===== src/rtl/sha256_padder_if.sv =====
// Word-stream input and padded-block output of the SHA256 padder, grouped as one bundle.
// The master drives message words and takes blocks; the slave is the padder.
interface sha256_padder_if;
  logic         in_valid;
  logic         in_ready;
  logic [31:0]  in_data;
  logic         in_last;
  logic [2:0]   in_nbytes;
  logic         blk_valid;
  logic         blk_ready;
  logic [511:0] blk_data;
  logic         blk_first;
  logic         blk_last;

  modport master (
    output in_valid, in_data, in_last, in_nbytes, blk_ready,
    input  in_ready, blk_valid, blk_data, blk_first, blk_last
  );

  modport slave (
    input  in_valid, in_data, in_last, in_nbytes, blk_ready,
    output in_ready, blk_valid, blk_data, blk_first, blk_last
  );
endinterface


===== src/rtl/sha256_padder.sv =====
// FIPS 180-4 message padder: packs a big-endian 32-bit word stream into 512-bit blocks,
// appending the 0x80 marker, zero fill and the 64-bit bit length.
module sha256_padder #(
  parameter int BYTE_CNT_W = 32
) (
  input  logic           clk,
  input  logic           reset,
  sha256_padder_if.slave bus,
  output logic           busy
);

  typedef enum logic [2:0] {S_FILL, S_PAD, S_ZERO, S_LEN, S_EMIT} state_t;

  state_t                state_q, state_d;
  state_t                ret_q, ret_d;
  logic [3:0]            widx_q, widx_d;
  logic [BYTE_CNT_W-1:0] cnt_q, cnt_d;
  logic [15:0][31:0]     buf_q, buf_d;
  logic                  first_q, first_d;
  logic                  in_ready_q, in_ready_d;
  logic                  blk_valid_q, blk_valid_d;
  logic                  blk_first_q, blk_first_d;
  logic                  blk_last_q, blk_last_d;
  logic                  busy_q, busy_d;

  // Working values for the word-advance step shared by FILL, PAD and ZERO.
  state_t                after_s;
  logic                  advance;
  logic                  full_word;
  logic [2:0]            add_bytes;
  logic [31:0]           tail_word;
  logic [63:0]           len_bits;

  always_comb begin
    // NOTE: every variable gets a default before any branch, so no path can infer a latch.
    state_d     = state_q;
    ret_d       = ret_q;
    widx_d      = widx_q;
    cnt_d       = cnt_q;
    buf_d       = buf_q;
    first_d     = first_q;
    blk_valid_d = blk_valid_q;
    blk_first_d = blk_first_q;
    blk_last_d  = blk_last_q;
    busy_d      = busy_q;
    after_s     = S_FILL;
    advance     = 1'b0;
    full_word   = !bus.in_last || (bus.in_nbytes >= 3'd4);
    add_bytes   = full_word ? 3'd4 : bus.in_nbytes;
    len_bits    = 64'(cnt_q) << 3;

    unique case (bus.in_nbytes)
      3'd0:    tail_word = 32'h8000_0000;
      3'd1:    tail_word = {bus.in_data[31:24], 24'h80_0000};
      3'd2:    tail_word = {bus.in_data[31:16], 16'h8000};
      3'd3:    tail_word = {bus.in_data[31:8], 8'h80};
      default: tail_word = bus.in_data;
    endcase

    unique case (state_q)
      S_FILL: begin
        if (bus.in_valid && in_ready_q) begin
          busy_d         = 1'b1;
          cnt_d          = cnt_q + BYTE_CNT_W'(add_bytes);
          buf_d[widx_q]  = full_word ? bus.in_data : tail_word;
          after_s        = !bus.in_last ? S_FILL : (full_word ? S_PAD : S_ZERO);
          advance        = 1'b1;
        end
      end
      S_PAD: begin
        buf_d[widx_q] = 32'h8000_0000;
        after_s       = S_ZERO;
        advance       = 1'b1;
      end
      S_ZERO: begin
        buf_d[widx_q] = 32'h0;
        after_s       = S_ZERO;
        advance       = 1'b1;
      end
      S_LEN: begin
        buf_d[14]   = len_bits[63:32];
        buf_d[15]   = len_bits[31:0];
        state_d     = S_EMIT;
        blk_valid_d = 1'b1;
        blk_first_d = first_q;
        blk_last_d  = 1'b1;
      end
      S_EMIT: begin
        if (bus.blk_ready) begin
          blk_valid_d = 1'b0;
          blk_first_d = 1'b0;
          blk_last_d  = 1'b0;
          widx_d      = 4'd0;
          buf_d       = '0;
          first_d     = 1'b0;
          state_d     = ret_q;
          if (blk_last_q) begin
            state_d = S_FILL;
            cnt_d   = '0;
            busy_d  = 1'b0;
            first_d = 1'b1;
          end
        end
      end
      default: state_d = S_FILL;
    endcase

    // A full buffer is emitted before continuing; the length words always land in 14/15.
    if (advance) begin
      widx_d = widx_q + 4'd1;
      if (widx_q == 4'd15) begin
        state_d     = S_EMIT;
        ret_d       = after_s;
        blk_valid_d = 1'b1;
        blk_first_d = first_q;
        blk_last_d  = 1'b0;
      end else if (after_s == S_ZERO && widx_d == 4'd14) begin
        state_d = S_LEN;
      end else begin
        state_d = after_s;
      end
    end

    in_ready_d = (state_d == S_FILL);
  end

  always_ff @(posedge clk or posedge reset) begin
    if (reset) begin
      state_q     <= S_FILL;
      ret_q       <= S_FILL;
      widx_q      <= 4'd0;
      cnt_q       <= '0;
      // NOTE: the block buffer is reset because it drives blk_data, which must read zero.
      buf_q       <= '0;
      first_q     <= 1'b1;
      in_ready_q  <= 1'b0;
      blk_valid_q <= 1'b0;
      blk_first_q <= 1'b0;
      blk_last_q  <= 1'b0;
      busy_q      <= 1'b0;
    end else begin
      state_q     <= state_d;
      ret_q       <= ret_d;
      widx_q      <= widx_d;
      cnt_q       <= cnt_d;
      buf_q       <= buf_d;
      first_q     <= first_d;
      in_ready_q  <= in_ready_d;
      blk_valid_q <= blk_valid_d;
      blk_first_q <= blk_first_d;
      blk_last_q  <= blk_last_d;
      busy_q      <= busy_d;
    end
  end

  assign bus.in_ready  = in_ready_q;
  assign bus.blk_valid = blk_valid_q;
  assign bus.blk_data  = buf_q;
  assign bus.blk_first = blk_first_q;
  assign bus.blk_last  = blk_last_q;
  assign busy          = busy_q;

endmodule


===== src/flat_wrapper.sv =====
// flat-port wrapper written by rule: the top's interface ports become plain ports
module sha256_padder_flat 
#(
  parameter int BYTE_CNT_W = 32
)
  (clk, reset, busy, bus_in_valid, bus_in_data, bus_in_last, bus_in_nbytes, bus_blk_ready, bus_in_ready, bus_blk_valid, bus_blk_data, bus_blk_first, bus_blk_last);
  sha256_padder_if bus_i ();
  input  logic clk;
  input  logic reset;
  output logic busy;
  input wire logic [$bits(bus_i.in_valid)-1:0] bus_in_valid;
  input wire logic [$bits(bus_i.in_data)-1:0] bus_in_data;
  input wire logic [$bits(bus_i.in_last)-1:0] bus_in_last;
  input wire logic [$bits(bus_i.in_nbytes)-1:0] bus_in_nbytes;
  input wire logic [$bits(bus_i.blk_ready)-1:0] bus_blk_ready;
  output wire logic [$bits(bus_i.in_ready)-1:0] bus_in_ready;
  output wire logic [$bits(bus_i.blk_valid)-1:0] bus_blk_valid;
  output wire logic [$bits(bus_i.blk_data)-1:0] bus_blk_data;
  output wire logic [$bits(bus_i.blk_first)-1:0] bus_blk_first;
  output wire logic [$bits(bus_i.blk_last)-1:0] bus_blk_last;
  assign bus_i.in_valid = bus_in_valid;
  assign bus_i.in_data = bus_in_data;
  assign bus_i.in_last = bus_in_last;
  assign bus_i.in_nbytes = bus_in_nbytes;
  assign bus_i.blk_ready = bus_blk_ready;
  assign bus_in_ready = bus_i.in_ready;
  assign bus_blk_valid = bus_i.blk_valid;
  assign bus_blk_data = bus_i.blk_data;
  assign bus_blk_first = bus_i.blk_first;
  assign bus_blk_last = bus_i.blk_last;
  sha256_padder #(.BYTE_CNT_W(BYTE_CNT_W)) u_core (.clk(clk), .reset(reset), .bus(bus_i), .busy(busy));
endmodule

===== config.mk =====
export PLATFORM = sky130hd
export DESIGN_NAME = sha256_padder_flat
export DESIGN_NICKNAME = d
export VERILOG_FILES = /design/src/rtl/sha256_padder_if.sv /design/src/rtl/sha256_padder.sv /design/src/flat_wrapper.sv
export SDC_FILE = /design/constraint.sdc
export NUM_CORES = 1
export LEC_CHECK = 0
export ABC_AREA = 1
export CORE_AREA = 2 2 215 217
export DETAILED_ROUTE_END_ITERATION = 7
export DIE_AREA = 0 0 217 219
export HOLD_SLACK_MARGIN = 0.03
export PLACE_DENSITY = 0.95
export SETUP_SLACK_MARGIN = 0.2
export SKIP_LAST_GASP = 1
export SLEW_MARGIN = 25
export SYNTH_ARGS = -nofsm -noshare
export SYNTH_HDL_FRONTEND = slang
export SYNTH_SLANG_ARGS = --single-unit

===== constraint.sdc =====
create_clock -name clk -period 57.4 [get_ports clk]
set_clock_uncertainty 0.15 [all_clocks]
set_input_delay 14.35 -clock clk [delete_from_list [all_inputs] [get_ports clk]]
set_output_delay 14.35 -clock clk [all_outputs]
set_load 0.005 [all_outputs]

# --- Word level (Yosys, flattened, before mapping) ---
# Index checks and enable logic that the tools add are counted.
totals:
  register_bits: 560
  latchBits: 0
  mem_bits_rw: 0
  romBits: 0
  inputBits: 40
  out_inout_bits: 517
  word_cells: 116
  n_memories: 0
classes:
  add_sub_neg: 2
  n_mul: 0
  div_mod_pow: 0
  n_lt_le_gt_ge: 3
  n_eq_ne: 13
  n_shift: 0
  mux: 46
  bitwise_logic: 5
  n_reduce_logical: 21
op_table:
  columns: ["operator", "count"]
  rows:
  - ["$pmux W448 S4", 1]
  - ["$mux W512", 2]
  - ["$and A512 B512 Y512", 1]
  - ["$bwmux W512", 1]
  - ["$not A512 Y512", 1]
  - ["$and A496 B496 Y496", 1]
  - ["$not A496 Y496", 1]
  - ["$pmux W64 S5", 1]
  - ["$mux W32", 5]
  - ["$demux W32 S4", 1]
  - ["$pmux W32 S4", 1]
  - ["$pmux W32 S2", 1]
  - ["$add A32 B3 Y32", 1]
  - ["$mux W3", 8]
  - ["$or A16 B16 Y16", 1]
  - ["$eq A3 B2 Y1 const B", 5]
  - ["$mux W1", 14]
  - ["$mux W4", 3]
  - ["$pmux W1 S2", 5]
  - ["$logic_not A3 Y1", 3]
  - ["$pmux W3 S3", 1]
  - ["$eq A4 B4 Y1 const B", 2]
  - ["$eq A3 B1 Y1 const B", 2]
  - ["$pmux W3 S2", 1]
  - ["other kinds (19)", 27]

# --- Depth between registers and ports, before layout ---
# Gate-level depths: netlist of run 1.
logic_depth:
  word_depth: 12
  depth_mapped: 16
  mapped_depth_nobuf: 16

# --- Worst setup path before layout of run 1 ---
# Ideal clock, no wire load.
synth_timing:
  kind: "input-to-reg"
  from: "input port bus_in_nbytes[2]"
  to: "register u_core.cnt_q[30]"
  setup_time_ns: 0.118
  t_arrival_ns: 15.935
  required_time_ns: 57.132
  path_slack_ns: 41.197
  cell_stages: 16
  path_buffers: 0
  path_cell_list: "inv_1 > nand2_1 > nor2_1 > ha_1 > inv_1 > fa_1 > inv_1 > nand2_1 > nand2_1 > nand2_1 > nor2_1 > nand2_1 > nor2_1 > nand2_1 > nand3_1 > nand2_1"
synth_via:
  elab_chain_cells: 6
synth_lines:
  columns: ["item", "line_no", "source"]
  rows:
  - ["start: declaration", "flat_wrapper.sv:14", "input wire logic [$bits(bus_i.in_nbytes)-1:0] bus_in_nbytes;"]
  - ["$ge A3 B3 Y1", "sha256_padder.sv:48", "full_word = !bus.in_last || (bus.in_nbytes >= 3'd4);"]
  - ["$logic_or A1 B1 Y1", "sha256_padder.sv:48", null]
  - ["$mux W3 *", "sha256_padder.sv:49", "add_bytes = full_word ? 3'd4 : bus.in_nbytes;"]
  - ["$add A32 B3 Y32 *", "sha256_padder.sv:64", "cnt_d = cnt_q + BYTE_CNT_W'(add_bytes);"]
  - ["$mux W32 *", "sha256_padder.sv:62", "if (bus.in_valid && in_ready_q) begin"]
  - ["$pmux W32 S2 *", "sha256_padder.sv:60", "unique case (state_q)"]
  - ["end signal: assignment", "sha256_padder.sv:145", "cnt_q <= cnt_d;"]
  - ["end: declaration", "sha256_padder.sv:17", "logic [BYTE_CNT_W-1:0] cnt_q, cnt_d;"]
# Mark *: on every way between the ends. The rest lies on a longest branch, timed or not. The select of a mux whose other input is x is not followed.
# A chain may end at the register's enable or synchronous reset.

==> impl_results.rst, run 1 <==
.. list-table::
   :header-rows: 1

   * - Metric
     - Value
   * - Total of hold buffers inserted after clock tree synthesis
     - 0
   * - XOR/XNOR share of the synthesized area
     - 0.143%
   * - Main combinational cell family by area after synthesis
     - simple AND/OR/NAND/NOR gates
   * - Area of combinational cells with multiple inputs
     - a little under 9000 um2
   * - Number of placed instances with taps included
     - roughly 3800
   * - Data arrival at the endpoint of the critical path
     - 17.69 ns
   * - Register-to-Register Path Depth
     - 7
   * - Maximum ir drop on the vdd rail
     - about 0.048 mV
   * - MaxCap Viol Count
     - 0
   * - Clk root buf
     - sky130_fd_sc_hd__clkbuf_16
   * - Final critical-path required period
     - between 15 and 20 ns
   * - Synthesized-area fraction occupied by adder cells
     - 0.439%
   * - Post-synthesis mux area share
     - 0%
   * - Number of optimization iterations in the first detailed-route pass
     - 8
   * - Max Fanout on Critical Path
     - 14
   * - Flop and latch count out of synthesis
     - about 560
   * - Top-Level Pins
     - 557
   * - Number of routed nets with antenna violations
     - 0
   * - Total negative slack
     - 0 ns
   * - Final setup violating endpoints
     - 0
   * - Source-to-sink clock delay at the later pin of the worst-skew pair
     - ~0.63 ns
   * - Fmax
     - approximately 0.057 GHz
   * - Maximum number of pins on one net before global-route repair
     - ~250
   * - Vias in the first global route
     - roughly 23000
   * - Via Count
     - 24300
   * - Kind of end point of the critical path
     - flop
   * - Layout area overhead
     - 30.5%
   * - Hold/Removal Path Class
     - reg -> reg
   * - Die Ht
     - between 200 and 250 um
   * - Post-synthesis share of cell area spent on and, or, nand and nor gates
     - roughly 22%
   * - Most area-hungry cell type in the Yosys netlist
     - sky130_fd_sc_hd__dfrtp_1
   * - Post-synth top flop
     - sky130_fd_sc_hd__dfrtp_1
   * - Lkg Pwr
     - around 15 nW
   * - Horizontal die dimension
     - between 200 and 250 um
   * - Worst Path Required
     - 57.68 ns
   * - Mapped cell area
     - around 24000 um2
   * - Source of the worst register-to-register timing path
     - u_core.widx_q[1]
   * - Final Hold Viols
     - 0
   * - Avg Synthesized Cell Area
     - roughly 8.7 um2
   * - CORE AREA
     - roughly 45000 um2
   * - Overall fraction of global-route tracks in use
     - around two fifths
   * - Clock-pin transition on the worst setup and hold timing paths
     - ~0.060 ns
   * - Initial antenna violation count
     - 0
   * - Result of the run
     - finished, violations left
   * - Final wirelength
     - 97200 um
   * - Startpoint-to-endpoint class of the critical path
     - in -> reg
   * - Remaining DRCs
     - 2
   * - GR Util met2
     - 60.2%
   * - R2R Setup Slk
     - approximately 53 ns
   * - DP HPWL
     - slightly below 60000 um
   * - Fraction of met1 tracks used by global routing
     - about half
   * - Count of non-filler cells in the finished layout
     - around 4000
   * - Die Footprint
     - around 48000 um2
   * - RD Place Congestion
     - between 0.9 and 1
   * - Overall power
     - between 0.0015 and 0.002 W
   * - Std-Cell Rows
     - around 80
   * - Routed wire per std cell
     - 25.0 um
   * - Relative max-transition margin
     - just under 20%
   * - Post-CTS Setup Bufs
     - 0
   * - H-Tree Depth
     - 2
   * - Violations in the final reports
     - design-rule violations
   * - Layout Utilization
     - 70.9%
   * - CP startpoint kind
     - input pin
   * - Via/cell ratio
     - between 6 and 7
   * - Fill cells
     - 3075
   * - Area fraction of the dominant cell type after synthesis
     - 57.0%
   * - Cells after Synth
     - 2826
   * - RSZ-0062 raised after global routing
     - false
   * - Fraction of registers with async set/reset
     - between 90% and 100%
   * - Buffers from clock root to sink, at most
     - 3
   * - Post-cts sizing count
     - 0
   * - Port Buf Inserts
     - approximately 560
   * - Cells taking the most area after synthesis
     - sky130_fd_sc_hd__dfrtp_1 57%, sky130_fd_sc_hd__nand2_1 11%, sky130_fd_sc_hd__nand3_1 8.0%
   * - CTS tree
     - done
   * - Number of synthesized flops with an enable pin
     - 0
   * - Total congestion overflow after global routing
     - 0
   * - Fraction of layout instances using a drive strength above 1
     - under 10%
   * - Synthesized net count
     - 2874
   * - Global routing's busiest layer
     - met2
   * - Final Max Slew Viols
     - 0
   * - Fraction of the cycle the final worst path needs
     - a little under a third
   * - Clk sinks
     - between 500 and 600
   * - Register cell area after layout
     - 14000 um2
   * - Share of the synthesized area in compound gates (AO/OA/AOI/OAI)
     - between 10% and 20%
   * - Starting density of the core
     - a little over half
   * - Sequential element share of the synthesized area
     - ~57%
   * - Global-route wire length before repair
     - about 140000 um
   * - Total power per unit cell area
     - 57.6 nW/um2
   * - Number of design-rule violations left by the first detailed-router iteration
     - around 4400
   * - Final Net Count
     - 3296
   * - Slew at the pin with the worst max-slew slack
     - 1.20 ns
   * - Cell depth of the worst hold path
     - 2
   * - Cell variety after synth
     - 41
   * - Final hold slack
     - around 0.32 ns
   * - Cts bufs inserted
     - between 50 and 60
   * - Met3 GRT Util
     - roughly 15%
   * - YS warnings
     - 0
power breakdown:
| group | switching [W] | total [W] | internal [W] | leakage [nW] |
|---|---|---|---|---|
| Combinational | 0.000465 | 0.000813 | 0.000348 | 6.62 |
| Clock | 0.000167 | 0.000387 | 0.000221 | 0.925 |
| Sequential | 0.000106 | 0.000643 | 0.000537 | 7.49 |
per-layer routing:
| metal | up-vias | wire [um] |
|---|---|---|
| met5 | - | 76 |
| met4 | 2 | 7930 |
| met3 | 545 | 13700 |
| met2 | 2116 | 42400 |
| met1 | 11600 | 33100 |
| li1 | 10000 | - |
worst max-delay path by stage:
| stage | slack (ns) | start | end | depth (start not counted) |
|---|---|---|---|---|
| floorplan | 27.27 | reset | asynchronous set/reset pin | 1 |
| CTS | 39.32 | bus_blk_ready | flop | 6 |
| detailed placement | 38.71 | bus_blk_ready | flop | 6 |
| finish | 39.99 | bus_in_last | flop | 10 |
| global placement | 38.87 | bus_blk_ready | flop | 6 |
| global route | 39.62 | reset | asynchronous set/reset pin | 5 |
final cells by class:
cell class / count / share of cell area (%)
Antenna cell: 1 / 0.00783
Timing Repair Buffer: 573 / 18.0
Clock inverter: 23 / 1.06
Tap cell: 600 / 2.35
Inverter: 218 / 2.60
Multi-Input combinational cell: 1841 / 27.4
Sequential cell: 559 / 43.8
Clock buffer: 76 / 4.83
stage by stage:
| step | area [um2] | setup WS (ns) |
|---|---|---|
| finish | 32000 | 39.99 |
| global route | 32000 | 39.62 |
| CTS | 31900 | 39.32 |
| detailed placement | 30000 | 38.71 |
| global placement | 30000 | 38.87 |
| floorplan | 24500 | 27.27 |
placed cells by master (no fill, tap or decap), types with 55 or more instances in the layout:
cell type / n
sky130_fd_sc_hd__nand3_1: 392
sky130_fd_sc_hd__a21boi_0: 92
sky130_fd_sc_hd__dfrtp_1: 558
sky130_fd_sc_hd__nand2_1: 718
sky130_fd_sc_hd__inv_1: 211
sky130_fd_sc_hd__o21ai_0: 322
sky130_fd_sc_hd__o21ai_1: 93
sky130_fd_sc_hd__clkdlybuf4s50_1: 556
sky130_fd_sc_hd__clkbuf_16: 55
sky130_fd_sc_hd__nor2_1: 102
cell usage after synthesis, types with 4 or more instances:
cell                       instances
sky130_fd_sc_hd__o21ai_0         322
sky130_fd_sc_hd__clkbuf_2          4
sky130_fd_sc_hd__buf_1            14
sky130_fd_sc_hd__clkbuf_1        115
sky130_fd_sc_hd__buf_2            52
sky130_fd_sc_hd__nand2_1         733
sky130_fd_sc_hd__a21oi_1          19
sky130_fd_sc_hd__inv_1           212
sky130_fd_sc_hd__nor2_1          102
sky130_fd_sc_hd__buf_4             9
sky130_fd_sc_hd__buf_6            13
sky130_fd_sc_hd__clkinv_1          4
sky130_fd_sc_hd__a21boi_0         92
sky130_fd_sc_hd__nor3_1            5
sky130_fd_sc_hd__o21ai_1          93
sky130_fd_sc_hd__nand4_1           5
sky130_fd_sc_hd__a21boi_1         10
sky130_fd_sc_hd__dfrtp_1         558
sky130_fd_sc_hd__ha_1              7
sky130_fd_sc_hd__nand2_2           8
sky130_fd_sc_hd__o22ai_1          21
sky130_fd_sc_hd__nand3_1         393
logic make-up after synthesis:
| group | after synthesis |
|---|---|
| buf+inv | 426 |
| fa+ha+maj | 8 |
| xor+xnor | 4 |
| compound gates | 565 |
| flops | 559 |
| simple gates | 1264 |
critical path: stages:
cell	delay [ns]
sky130_fd_sc_hd__clkdlybuf4s50_1	0.50
sky130_fd_sc_hd__inv_1	0.06
sky130_fd_sc_hd__nor2_1	0.70
sky130_fd_sc_hd__nand2_1	0.42
sky130_fd_sc_hd__nand2_1	0.37
sky130_fd_sc_hd__nor2_1	0.11
sky130_fd_sc_hd__nand2_1	0.82
sky130_fd_sc_hd__nand2_1	0.12
sky130_fd_sc_hd__nand2_1	0.11
sky130_fd_sc_hd__a21boi_0	0.11
Power figures use the tool's default switching activity.
==> run 2, diff against run 1 <==
CORE_AREA = not set   (was 2 2 215 217)
CORE_UTILIZATION = 46   (was not set)
DIE_AREA = not set   (was 0 0 217 219)
PLACE_DENSITY = 0.87   (was 0.95)
clock period = 15.5 ns   (was 57.4 ns; I/O delays follow)
==> impl_results.rst, run 2 (same netlist as run 1, synthesis figures left out) <==
.. list-table::
   :header-rows: 1

   * - Metric
     - Value
   * - Buffers from clock root to sink, at most
     - 3
   * - Startpoint-to-endpoint class of the critical path
     - in -> reg
   * - Via Count
     - 22900
   * - Hold/Removal Path Class
     - reg -> reg
   * - Std-Cell Rows
     - 84
   * - Number of routed nets with antenna violations
     - 0
   * - Internal power of the cells
     - around 0.004 W
   * - MaxCap Viol Count
     - 0
   * - Overall fraction of global-route tracks in use
     - about a third
   * - Worst Path Required
     - 15.86 ns
   * - CP startpoint kind
     - input pin
   * - Fraction of layout instances using a drive strength above 1
     - 4.91%
   * - Fmax
     - roughly 0.14 GHz
   * - Sequential group share of total power
     - roughly a third
   * - Final Hold Viols
     - 0
   * - Number of design-rule violations left by the first detailed-router iteration
     - roughly 2800
   * - Register-to-Register Path Depth
     - 7
   * - R2R Setup Slk
     - around 11 ns
   * - CORE AREA
     - 52600 um2
   * - Data arrival at the endpoint of the critical path
     - ~7.4 ns
   * - Total congestion overflow after global routing
     - 0
   * - Final Net Count
     - around 3300
   * - Relative contribution of the clock network to total power
     - about a fifth
   * - Lkg Pwr
     - approximately 15 nW
   * - Max Fanout on Critical Path
     - 78
   * - H-Tree Depth
     - 2
   * - Clock-pin transition on the worst setup and hold timing paths
     - 0.06 ns
   * - Die Footprint
     - about 54000 um2
   * - Vias in the first global route
     - 21200
   * - Number of optimization iterations in the first detailed-route pass
     - 8
   * - Source of the worst register-to-register timing path
     - u_core.widx_q[0]
   * - Placed standard-cell area
     - a little over 30000 um2
   * - Count of non-filler cells in the finished layout
     - roughly 4000
   * - Horizontal die dimension
     - roughly 230 um
   * - Via/cell ratio
     - 5.74
   * - Total negative slack
     - 0 ns
   * - Clk root buf
     - sky130_fd_sc_hd__clkbuf_16
   * - Maximum ir drop on the vdd rail
     - between 0.1 and 0.15 mV
   * - Fraction of the cycle the final worst path needs
     - between 40% and 50%
   * - Total power per unit cell area
     - a little over 200 nW/um2
   * - Net Switching
     - between 0.002 and 0.003 W
   * - Final wirelength
     - 88300 um
   * - RD Place Congestion
     - approximately 0.96
   * - Most frequent standard cell in the layout excluding fill and tap cells
     - sky130_fd_sc_hd__nand2_1
   * - Slew at the pin with the worst max-slew slack
     - about 1.2 ns
   * - Final setup violating endpoints
     - 0
   * - Maximum number of pins on one net before global-route repair
     - 171
   * - Smallest setup slack after layout
     - 8.46 ns
   * - Global-route wire length before repair
     - 130000 um
   * - Number of placed instances with taps included
     - a little under 4000
   * - Cts bufs inserted
     - 57
   * - Clk sinks
     - ~560
   * - Source-to-sink clock delay at the later pin of the worst-skew pair
     - ~0.64 ns
   * - Layout area overhead
     - 31.3%
   * - RSZ-0062 raised after global routing
     - false
   * - Die Ht
     - between 200 and 250 um
   * - Port Buf Inserts
     - between 500 and 600
   * - Worst slack, placed
     - ~7.5 ns
   * - Starting density of the core
     - 46.6%
   * - Final critical-path required period
     - ~7.0 ns
   * - Kind of end point of the critical path
     - flop
   * - Post-cts sizing count
     - 0
   * - Routed wire per std cell
     - around 22 um
   * - Layout Cell Area excl Fill
     - ~32000 um2
   * - Relative max-transition margin
     - just under 20%
   * - Initial antenna violation count
     - 3
   * - Top-Level Pins
     - between 500 and 600
   * - Remaining DRCs
     - 0
   * - Post-CTS Setup Bufs
     - 0
   * - Top library cells by usage in the layout, fill and taps aside
     - 720 x sky130_fd_sc_hd__nand2_1, 558 x sky130_fd_sc_hd__dfrtp_1, 556 x sky130_fd_sc_hd__clkdlybuf4s50_1, 393 x sky130_fd_sc_hd__nand3_1, 322 x sky130_fd_sc_hd__o21ai_0
   * - Final Max Slew Viols
     - 0
   * - DP HPWL
     - about 58000 um
   * - Result of the run
     - complete, no violations
   * - Switching power as a share of total power
     - 38.4%
   * - CTS tree
     - done
   * - Total of hold buffers inserted after clock tree synthesis
     - 0
   * - Combinational power share
     - between 40 and 50%
   * - Cell depth of the worst hold path
     - 2
run 2: worst max-delay path by stage:
stage	startpoint	to	slack (ns)	depth (start not counted)
floorplan	reset	asynchronous set/reset pin	3.87	1
global placement	bus_blk_ready	flop	7.69	6
detailed placement	bus_blk_ready	flop	7.50	6
CTS	bus_blk_ready	flop	8.13	6
global route	bus_blk_ready	flop	8.30	6
finish	bus_blk_ready	flop	8.46	6
run 2: layer usage:
layer | GRT usage (%) | vias up | part of all wire, %
li1 | - | 10100 | -
met1 | 41.6 | 11000 | 39
met2 | 47.7 | 1506 | 44
met3 | 7.03 | 336 | 10
met4 | 20.4 | 0 | 6.9
met5 | 0 | - | 0
run 2: layout make-up:
type | instances | area (um2)
Clock buffer | 81 | 1700
Multi-Input combinational cell | 1841 | 8740
Clock inverter | 23 | 249
Fill cell | 4234 | 20400
Antenna cell | 2 | 5.00
Inverter | 218 | 822
Tap cell | 688 | 861
Timing Repair Buffer | 580 | 5810
Sequential cell | 559 | 14000
run 2: power by group through the flow:
| stage | combinational (W) | sequential, W | clock, W |
|---|---|---|---|
| final | 0.00287 | 0.00234 | 0.00142 |
| after global routing | 0.00310 | 0.00239 | 0.00148 |
| after CTS | 0.00284 | 0.00233 | 0.00143 |
| after detailed placement | 0.00282 | 0.00234 | 0 |
| after global placement | 0.00273 | 0.00233 | 0 |
| after floorplan | 0.00123 | 0.00232 | 0 |
run 2: worst max-delay path, cell delays in order:
cell and delay (ns):
sky130_fd_sc_hd__clkdlybuf4s50_1 0.46, sky130_fd_sc_hd__nand2_4 0.66, sky130_fd_sc_hd__nand2_4 0.51, sky130_fd_sc_hd__nand2_2 0.62, sky130_fd_sc_hd__nand2_1 0.74, sky130_fd_sc_hd__a21boi_0 0.49
run 2: metrics by stage:
stage | utilization, % | total power [W] | hold WS (ns)
finish | 61.2 | 0.00663 | 0.323
global route | 61.2 | 0.00697 | 0.347
CTS | 61.1 | 0.00660 | 0.322
detailed placement | 57.4 | 0.00516 | 0.308
global placement | 57.3 | 0.00506 | 0.304
floorplan | - | 0.00355 | 0.298
